$ cat config.mk
export PLATFORM = sky130hd
export DESIGN_NAME = anim_frame_sequencer
export DESIGN_NICKNAME = d
export VERILOG_FILES = /design/src/rtl/anim_frame_sequencer.sv
export SDC_FILE = /design/constraint.sdc
export NUM_CORES = 1
export LEC_CHECK = 0
export ABC_AREA = 0
export BUFFER_PORTS_ARGS = -buffer_cell sky130_fd_sc_hd__buf_2
export CORE_ASPECT_RATIO = 0.6
export CORE_UTILIZATION = 30
export CTS_CLUSTER_DIAMETER = 150
export DETAILED_ROUTE_END_ITERATION = 12
export PLACE_DENSITY_LB_ADDON = 0.15
export REMOVE_ABC_BUFFERS = 1
export SYNTH_ARGS = -nofsm -noshare
export SYNTH_HDL_FRONTEND = slang
export SYNTH_SLANG_ARGS = --single-unit
$ cat constraint.sdc
create_clock -name Clk -period 2.5 [get_ports Clk]
set_input_delay 0 -clock Clk [delete_from_list [all_inputs] [get_ports Clk]]
set_output_delay 0 -clock Clk [all_outputs]
set_load 0.05 [all_outputs]
$ cat src/rtl/anim_frame_sequencer.sv
// Sprite animation frame sequencer: steps a frame index through NUM_FRAMES
// frames after a trigger, holding each frame for Hold_Cycles+1 clocks.
module anim_frame_sequencer #(
    parameter int FRAME_W     = 2,
    parameter int NUM_FRAMES  = 2,
    parameter int FIRST_FRAME = 2,
    parameter int IDLE_FRAME  = 1,
    parameter int DONE_FRAME  = 0,
    parameter int HOLD_W      = 8
) (
    input  logic               Clk,
    input  logic               Reset,
    input  logic               Trigger,
    input  logic               Abort,
    input  logic               Loop,
    input  logic [HOLD_W-1:0]  Hold_Cycles,
    output logic [FRAME_W-1:0] frame,
    output logic               busy,
    output logic               done_pulse
);

    localparam logic [FRAME_W-1:0] FIRST_F  = FRAME_W'(FIRST_FRAME);
    localparam logic [FRAME_W-1:0] IDLE_F   = FRAME_W'(IDLE_FRAME);
    localparam logic [FRAME_W-1:0] DONE_F   = FRAME_W'(DONE_FRAME);
    localparam logic [FRAME_W-1:0] LAST_IDX = FRAME_W'(NUM_FRAMES - 1);
    localparam logic [FRAME_W-1:0] IDX_ONE  = FRAME_W'(1);
    localparam logic [HOLD_W-1:0]  HOLD_ONE = HOLD_W'(1);

    typedef enum logic [1:0] {
        IDLE,
        PLAY,
        DONE
    } state_t;

    state_t              state;
    logic [FRAME_W-1:0]  idx;
    logic [HOLD_W-1:0]   hold_cnt;
    logic [HOLD_W-1:0]   hold_q;
    logic                loop_q;

    // Outputs are computed alongside the next state so that frame, busy and
    // done_pulse are plain flops with no path back to the inputs.
    always_ff @(posedge Clk) begin
        // NOTE: every register here, including the latched hold/loop settings,
        // gets a defined reset value; nothing relies on power-up contents.
        if (Reset) begin
            state      <= IDLE;
            idx        <= '0;
            hold_cnt   <= '0;
            hold_q     <= '0;
            loop_q     <= 1'b0;
            frame      <= IDLE_F;
            busy       <= 1'b0;
            done_pulse <= 1'b0;
        end else begin
            // NOTE: non-blocking assignments throughout so every branch reads
            // the pre-edge values of state, idx and hold_cnt.
            done_pulse <= 1'b0;
            if (Abort) begin
                state    <= IDLE;
                idx      <= '0;
                hold_cnt <= '0;
                frame    <= IDLE_F;
                busy     <= 1'b0;
            end else begin
                case (state)
                    IDLE, DONE: begin
                        if (Trigger) begin
                            state    <= PLAY;
                            idx      <= '0;
                            hold_cnt <= '0;
                            hold_q   <= Hold_Cycles;
                            loop_q   <= Loop;
                            frame    <= FIRST_F;
                            busy     <= 1'b1;
                        end
                    end
                    PLAY: begin
                        // The counter resets on the match, so it never runs past hold_q.
                        if (hold_cnt == hold_q) begin
                            hold_cnt <= '0;
                            if (idx < LAST_IDX) begin
                                idx   <= idx + IDX_ONE;
                                frame <= FIRST_F + idx + IDX_ONE;
                            end else if (loop_q) begin
                                idx   <= '0;
                                frame <= FIRST_F;
                            end else begin
                                state      <= DONE;
                                frame      <= DONE_F;
                                busy       <= 1'b0;
                                done_pulse <= 1'b1;
                            end
                        end else begin
                            hold_cnt <= hold_cnt + HOLD_ONE;
                        end
                    end
                    default: begin
                        state <= IDLE;
                        frame <= IDLE_F;
                        busy  <= 1'b0;
                    end
                endcase
            end
        end
    end

endmodule

==> results of run 1 <==
-- cell families (layout without fill, tap and decap cells) --
logic type | Yosys count | after routing
AO/OA/AOI/OAI | 37 | 37
adder cells (fa/ha/maj) | 3 | 3
buffers and inverters | 7 | 32
XOR/XNOR | 10 | 10
flip-flops | 25 | 25
multiplexers | 3 | 3
AND/OR/NAND/NOR | 58 | 58
-- cell usage after synthesis --
cell / instances / area, um^2
sky130_fd_sc_hd__a211o_1: 2 / 17.5
sky130_fd_sc_hd__a21o_1: 1 / 7.51
sky130_fd_sc_hd__a21oi_1: 12 / 60.1
sky130_fd_sc_hd__a22oi_1: 1 / 7.51
sky130_fd_sc_hd__and2_1: 1 / 6.26
sky130_fd_sc_hd__and3_1: 1 / 6.26
sky130_fd_sc_hd__and3_2: 1 / 7.51
sky130_fd_sc_hd__and4_1: 1 / 8.76
sky130_fd_sc_hd__buf_2: 1 / 5.00
sky130_fd_sc_hd__buf_4: 1 / 7.51
sky130_fd_sc_hd__buf_6: 1 / 11.3
sky130_fd_sc_hd__clkbuf_1: 2 / 7.51
sky130_fd_sc_hd__dfxtp_1: 25 / 500
sky130_fd_sc_hd__ha_1: 3 / 37.5
sky130_fd_sc_hd__inv_1: 2 / 7.51
sky130_fd_sc_hd__mux2i_1: 3 / 30.0
sky130_fd_sc_hd__nand2_1: 20 / 75.1
sky130_fd_sc_hd__nand2b_1: 2 / 12.5
sky130_fd_sc_hd__nand3_1: 5 / 25.0
sky130_fd_sc_hd__nor2_1: 14 / 52.6
sky130_fd_sc_hd__nor2_4: 1 / 11.3
sky130_fd_sc_hd__nor3_1: 3 / 15.0
sky130_fd_sc_hd__nor3b_1: 1 / 7.51
sky130_fd_sc_hd__nor4_1: 3 / 18.8
sky130_fd_sc_hd__o211ai_1: 2 / 15.0
sky130_fd_sc_hd__o21ai_0: 16 / 80.1
sky130_fd_sc_hd__o21ai_4: 1 / 16.3
sky130_fd_sc_hd__o21bai_1: 1 / 7.51
sky130_fd_sc_hd__o31ai_1: 1 / 7.51
sky130_fd_sc_hd__or2_1: 1 / 6.26
sky130_fd_sc_hd__or4_1: 2 / 15.0
sky130_fd_sc_hd__or4_4: 2 / 22.5
sky130_fd_sc_hd__xnor2_1: 2 / 17.5
sky130_fd_sc_hd__xor2_1: 8 / 70.1
-- routing by layer --
layer / global-route usage [%] / share of wire (%) / vias to the layer above
met5: 0 / 0 / -
met2: 22.2 / 40 / 23
met3: 4.52 / 4.3 / 2
met4: 2.54 / 0.49 / 0
li1: - / - / 555
met1: 20.0 / 55 / 484
-- repair_timing --
item | in CTS | in global routing
resized for setup | 0 | 0
hold buffers | 9 | 0
hold endpoints to repair | 9 | 0
-- flip-flops by register name (all words and copies together), names as in the netlist --
name        flops
hold_q          8
frame           2
hold_cnt        8
done_pulse      1
busy            1
state           2
loop_q          1
idx             2
-- critical path, cell delays in order, from the launching register on --
cell and delay (ns):
sky130_fd_sc_hd__dfxtp_1 0.37, sky130_fd_sc_hd__xor2_1 0.19, sky130_fd_sc_hd__nor4_1 0.45, sky130_fd_sc_hd__a21oi_1 0.32
sky130_fd_sc_hd__or4_1 0.57, sky130_fd_sc_hd__o31ai_1 0.07
-- layout make-up --
type / instances / area share [%]
multi-input cells: 111 / 45.7
inverters: 2 / 0.516
well taps: 47 / 4.04
repair buffers: 26 / 12.2
clock buffers: 4 / 3.10
flip-flops and latches: 25 / 34.4
-- per-stage QoR --
step,total power [mW],setup slack [ns],area (um^2),util [%],std cells
detailed placement,0.517,0.500,1320,35.2,202
global placement,0.514,0.600,1320,35.2,202
CTS,0.764,0.479,1450,38.8,215
floorplan,0.484,0.757,1170,-,138
finish,0.753,0.440,1450,38.8,215
global route,0.799,0.343,1450,38.8,215
-- power by group --
group	switching [mW]	internal (mW)	total (mW)
sequential	0.00763	0.409	0.416
combinational	0.0612	0.0414	0.103
clock	0.121	0.114	0.234
total	0.189	0.564	0.753
-- path summary, 6_finish.rpt --
check | startpoint | cells after the start | slack (ns) | end
worst min register to register | frame[1]$_SDFFE_PP0P_ | 2 | 0.46 | frame[1]$_SDFFE_PP0P_
worst max register to register | hold_cnt[3]$_SDFFE_PP0P_ | 5 | 0.44 | idx[1]$_SDFFE_PP0P_
worst min-delay path | Reset | 2 | 0.07 | hold_q[2]$_SDFFE_PP0P_
worst max-delay path | hold_cnt[3]$_SDFFE_PP0P_ | 5 | 0.44 | idx[1]$_SDFFE_PP0P_
==> Flow_metrics.wiki, run 1 <==
{| class="wikitable"
! Metric !! Value
|-
| Clock root cell || sky130_fd_sc_hd__clkbuf_8
|-
| Area fraction in and, or, nand and nor cells after synthesis || about a quarter
|-
| Endpoints failing hold || 0
|-
| Kind of critical path || reg -> reg
|-
| Relative area change from synthesis to final layout || 20.8%
|-
| Max Fclk || 0.486 GHz
|-
| I/O Pins || 17
|-
| Final RePlAce weighted congestion || 0.828
|-
| Leakage power || 0.593 nW
|-
| Max-capacitance violation count || 0
|-
| Area fraction in compound gates after synthesis || 18.2%
|-
| Result of the run || finished clean
|-
| Overflow after GRT || 0
|-
| CTS H-tree lvls || 1
|-
| Sequential fraction of the synthesis area || 41.6%
|-
| Initial drt markers || 47
|-
| Total number of clock tree sinks || 25
|-
| Total negative slack for setup checks || 0 ns
|-
| Buffers added on ports || 16
|-
| Clock Path Buffers || 2
|-
| Part of the cycle the worst path needs || 82.4%
|-
| Antenna violations before repair || 0
|-
| CTS Buf Count || 3
|-
| Overall routed net length || 2.83 mm
|-
| Area of the multi-input gates || 664 um^2
|-
| Setup repair after global routing missed its margin || no
|-
| Avg Cell Area, Syn || about 8.4 um^2
|-
| Seq cells post-synth || 25
|-
| Number of pins with negative max-slew slack in the final report || 0
|-
| Dominant combinational cell family by area after synthesis || simple AND/OR/NAND/NOR gates
|-
| Worst hold slack || between 0.06 and 0.07 ns
|-
| Width of the die || 83.8 um
|-
| # rows || 17
|-
| Slew of the pin with the lowest slew margin || 0.676 ns
|-
| Final HPWL DP || about 2.1 mm
|-
| Maximum number of pins on one net before global-route repair || 14
|-
| Clock input transition at the sequential cells of the worst setup and hold paths || 0.08 ns
|-
| Via count of the first global-routing pass || 975
|-
| Core Area || 0.00374 mm^2
|-
| Yosys warning count || 0
|-
| Overall global routing resource usage || 14.4%
|-
| Height of the die || 51.1 um
|-
| Drt via density || roughly 5
|-
| Residual DRC || 0
|-
| Commonest cells after routing, fill and taps aside || sky130_fd_sc_hd__dfxtp_1, sky130_fd_sc_hd__nand2_1, sky130_fd_sc_hd__o21ai_0, sky130_fd_sc_hd__buf_2, sky130_fd_sc_hd__nor2_1
|-
| Commonest non-fill, non-tap cell in the layout || sky130_fd_sc_hd__dfxtp_1
|-
| Final-stage net count || 185
|-
| Worst setup EP type || register
|-
| Xor-xnor portion of the synthesized cell area || 7.28%
|-
| Antenna diode count || 0
|-
| Die footprint || 0.00428 mm^2
|-
| Area of the mapped netlist || 0.00120 mm^2
|-
| Worst-case clock skew || about 0.0018 ns
|-
| Buffer count from post-CTS setup fixing || 0
|-
| Distinct cell type count of the synthesized netlist || 34
|-
| Effective utilization at floorplan || 32.2%
|-
| Path category of the worst min-delay check || in -> reg
|-
| Crit path required time || about 2.7 ns
|-
| Final critical delay including setup and external delays || 2.06 ns
|-
| First-pass GRT wire length || roughly 4.8 mm
|-
| Setup-violating endpoint count in the final report || 0
|-
| CTS tree || built
|-
| Detailed-router iteration count before antenna repair || 4
|-
| Gate Count Post-Synth || ~140
|-
| ANT nets after route || 0
|-
| Pwr dens || a little over 500 mW/mm^2
|-
| Mean routed wirelength per cell || 13.2 um
|-
| Worst-skew pair later-pin latency || 0.26 ns
|-
| Worst voltage drop across the vdd grid || 0.000226 V
|-
| WP data arrival || 2.24 ns
|-
| Portion of netlist area occupied by mux cells || 2.49%
|-
| Adder-Cell Fraction of Synth Area || 3.12%
|-
| Number of filler instances in the final layout || 386
|-
| Share of layout cells above drive strength 1 || 14.9%
|-
| Total area of sequential cells || approximately 500 um^2
|-
| Worst slew margin relative to its limit || 54.8%
|-
| Worst setup SP type || register
|-
| Highest fanout seen on the critical path || 9
|-
| Via Count || 1064
|}
No activity file was read; power rests on OpenSTA's default activity.
==> run 2, diff against run 1 <==
==> constraint.sdc (replaced) <==
create_clock -name Clk -period 1.8 [get_ports Clk]
set_input_delay 0 -clock Clk [delete_from_list [all_inputs] [get_ports Clk]]
set_output_delay 0 -clock Clk [all_outputs]
set_load 0.05 [all_outputs]
==> run 2 against run 1 <==
  * Power up 42%
  * Combinational power up 57%
  * Clock power grew 43%
  * Wire length grew 4.9%
  * Sequential power increased by 39%
  * Core utilization up 3.3 points
  * Register-to-register slack got worse by 0.40 ns
  * Hold slack better by 0.018 ns
  * Global-route usage grew 0.40 points
  * Worst setup slack lost 0.40 ns
  * Largest cell class unchanged
  * Critical path depth is the same
  * Critical path type unchanged
==> Flow_metrics.wiki, run 2 (synthesis results as in run 1) <==
{| class="wikitable"
! Metric !! Value
|-
| # rows || 17 (unchanged)
|-
| Max-capacitance violation count || 0 (unchanged)
|-
| Part of the cycle the worst path needs || 97.8% (+15 points)
|-
| Setup-violating endpoint count in the final report || 0 (unchanged)
|-
| Slew of the pin with the lowest slew margin || 0.352 ns (-0.325 ns)
|-
| Final non-filler cell total || 230 (+7.0%)
|-
| Worst-skew pair later-pin latency || 0.27 ns (about the same)
|-
| Commonest cells after routing, fill and taps aside || sky130_fd_sc_hd__dfxtp_1, sky130_fd_sc_hd__nand2_1, sky130_fd_sc_hd__o21ai_0, sky130_fd_sc_hd__buf_2, sky130_fd_sc_hd__buf_4
|-
| Setup slack of the most critical reg-to-reg path || 0.04 ns (-0.40 ns)
|-
| Relative area change from synthesis to final layout || 31.1%
|-
| Combinational share of power || 15.1% (+1.5 points)
|-
| Drt via density || 4.91 (-0.72%)
|-
| Share of layout cells above drive strength 1 || 23.5% (+8.6 points)
|-
| Kind of critical path || reg -> reg
|-
| Final critical delay including setup and external delays || 1.76 ns (-0.299 ns)
|-
| Maximum number of pins on one net before global-route repair || 14 (unchanged)
|-
| Clock input transition at the sequential cells of the worst setup and hold paths || 0.08 ns (about the same)
|-
| Crit path required time || 1.97 ns (-0.71 ns)
|-
| Endpoints failing hold || 0 (unchanged)
|-
| Worst slew margin relative to its limit || 76.4% (+22 points)
|-
| Path category of the worst min-delay check || in -> reg
|-
| Effective utilization at floorplan || 32.2% (unchanged)
|-
| Fraction of power spent switching nets || 25.9% (+0.73 points)
|-
| Total internal power || 0.796 mW (+41%)
|-
| I/O Pins || 17 (unchanged)
|-
| Final HPWL DP || 2.23 mm (+4.6%)
|-
| R2R cell count || 5 (unchanged)
|-
| Net Sw Power || 0.278 mW (+47%)
|-
| Pre-CTS setup slack || -0.000930 ns (-0.501 ns)
|-
| Via count of the first global-routing pass || 1044 (+7.1%)
|-
| Max Fclk || 0.568 GHz (+17%)
|-
| ANT nets after route || 0 (unchanged)
|-
| Number of cells on the worst hold path || 3 (+1)
|-
| Worst-case clock skew || 0.00335 ns (+0.00154 ns)
|-
| Pwr dens || 680 mW/mm^2 (+31%)
|-
| Worst setup SP type || register
|-
| Clock root cell || sky130_fd_sc_hd__clkbuf_8
|-
| CTS Buf Count || 3 (unchanged)
|-
| Result of the run || finished clean
|-
| Worst Min Path Start || Reset
|-
| WP data arrival || 1.93 ns (-0.31 ns)
|-
| First-pass GRT wire length || 4.89 mm (+2.8%)
|-
| Overflow after GRT || 0 (unchanged)
|-
| Part of the total power dissipated in sequential elements || 53.8% (-1.5 points)
|-
| Endpoint of the worst hold path || hold_q[4]$_SDFFE_PP0P_
|-
| CTS H-tree lvls || 1 (unchanged)
|-
| Residual DRC || 0 (unchanged)
|-
| CTS tree || built
|-
| Highest fanout seen on the critical path || 5 (-4)
|-
| Final core utilization || 42.1% (+3.3 points)
|-
| Worst voltage drop across the vdd grid || 0.000351 V (+55%)
|-
| Overall routed net length || 2.97 mm (+4.9%)
|-
| Die footprint || 0.00428 mm^2 (unchanged)
|-
| Commonest non-fill, non-tap cell in the layout || sky130_fd_sc_hd__dfxtp_1
|-
| Detailed-router iteration count before antenna repair || 4 (unchanged)
|-
| Worst setup EP type || register
|-
| Mean routed wirelength per cell || 12.9 um (-1.9%)
|-
| Number of pins with negative max-slew slack in the final report || 0 (unchanged)
|-
| Clk pwr share || 31.1% (about the same)
|-
| Clock Path Buffers || 2 (unchanged)
|-
| Antenna violations before repair || 0 (unchanged)
|-
| Via Count || 1130 (+6.2%)
|-
| RR Startpoint || hold_cnt[5]$_SDFFE_PP0P_
|-
| Setup repair after global routing missed its margin || yes
|-
| Antenna diode count || 0 (unchanged)
|-
| Initial drt markers || 53 (+13%)
|-
| Regs by FF count || hold_cnt x8, hold_q x8
|-
| Final Total Pwr || 1.07 mW (+42%)
|-
| Destination of the worst register-to-register timing path || hold_cnt[4]$_SDFFE_PP0P_
|-
| Core Area || 0.00374 mm^2 (unchanged)
|-
| Width of the die || 83.8 um (unchanged)
|-
| Worst hold slack || 0.0841 ns (+0.0181 ns)
|-
| Final worst-path setup slack || 0.0394 ns (-0.401 ns)
|-
| Height of the die || 51.1 um (unchanged)
|-
| Leakage power || 0.667 nW (+12%)
|-
| Final RePlAce weighted congestion || 0.777 (-6.1%)
|-
| Placed cells || 215 (+6.4%)
|-
| Overall global routing resource usage || 14.8% (+0.40 points)
|-
| Final-stage net count || 200 (+8.1%)
|-
| Total number of clock tree sinks || 25 (unchanged)
|-
| Buffers added on ports || 16 (unchanged)
|-
| Number of filler instances in the final layout || 369 (-4.4%)
|}
run 2: power groups by stage:
stage,Clock (mW),Sequential (mW),Combinational [mW]
after floorplan,0,0.602,0.0703
after global placement,0,0.591,0.136
after detailed placement,0,0.591,0.139
after CTS,0.347,0.578,0.155
after global routing,0.368,0.580,0.175
final,0.334,0.577,0.162
run 2: through the flow:
stage	cell area [um^2]	setup TNS (ns)
finish	1580	0
global route	1580	-0.102
CTS	1560	-0.0165
detailed placement	1420	-0.000930
global placement	1420	0
floorplan	1170	0
run 2: per-layer routing:
layer	vias up	GRT usage (%)	part of all wire, %
met2	34	23.4	41
li1	584	-	-
met1	508	20.2	51
met3	4	4.04	7.2
met5	-	0	0
met4	0	3.39	0.91
run 2: timing repair:
action,CTS,global route
pin swaps,0,2
setup endpoints to repair,3,8
hold buffers,9,0
hold endpoints to repair,9,0
gates resized for setup,0,3
gates cloned,0,1
setup buffers,1,0
run 2: cell type report:
cell class	instances	area [um^2]	share of cell area [%]
clock buffers	4	45.0	2.85
inverters	2	7.51	0.476
multi-input cells	112	682	43.2
flip-flops and latches	25	502	31.8
well taps	47	58.8	3.73
repair buffers	40	283	17.9
run 2: critical path: stages (launching register included):
cell	delay, ns
sky130_fd_sc_hd__dfxtp_2	0.33
sky130_fd_sc_hd__xor2_1	0.17
sky130_fd_sc_hd__or4_4	0.59
sky130_fd_sc_hd__o21ai_4	0.23
sky130_fd_sc_hd__nor3_1	0.08
sky130_fd_sc_hd__a211o_1	0.27
run 2: worst max-delay path by stage:
stage	slack [ns]	end	from
floorplan	0.06	hold_cnt[3]$_SDFFE_PP0P_	hold_cnt[3]$_SDFFE_PP0P_
global placement	0.05	hold_cnt[3]$_SDFFE_PP0P_	hold_cnt[3]$_SDFFE_PP0P_
detailed placement	-0.0009	hold_cnt[3]$_SDFFE_PP0P_	hold_cnt[3]$_SDFFE_PP0P_
CTS	-0.02	idx[1]$_SDFFE_PP0P_	hold_cnt[3]$_SDFFE_PP0P_
global route	-0.04	hold_cnt[4]$_SDFFE_PP0P_	hold_cnt[4]$_SDFFE_PP0P_
finish	0.04	hold_cnt[4]$_SDFFE_PP0P_	hold_cnt[5]$_SDFFE_PP0P_
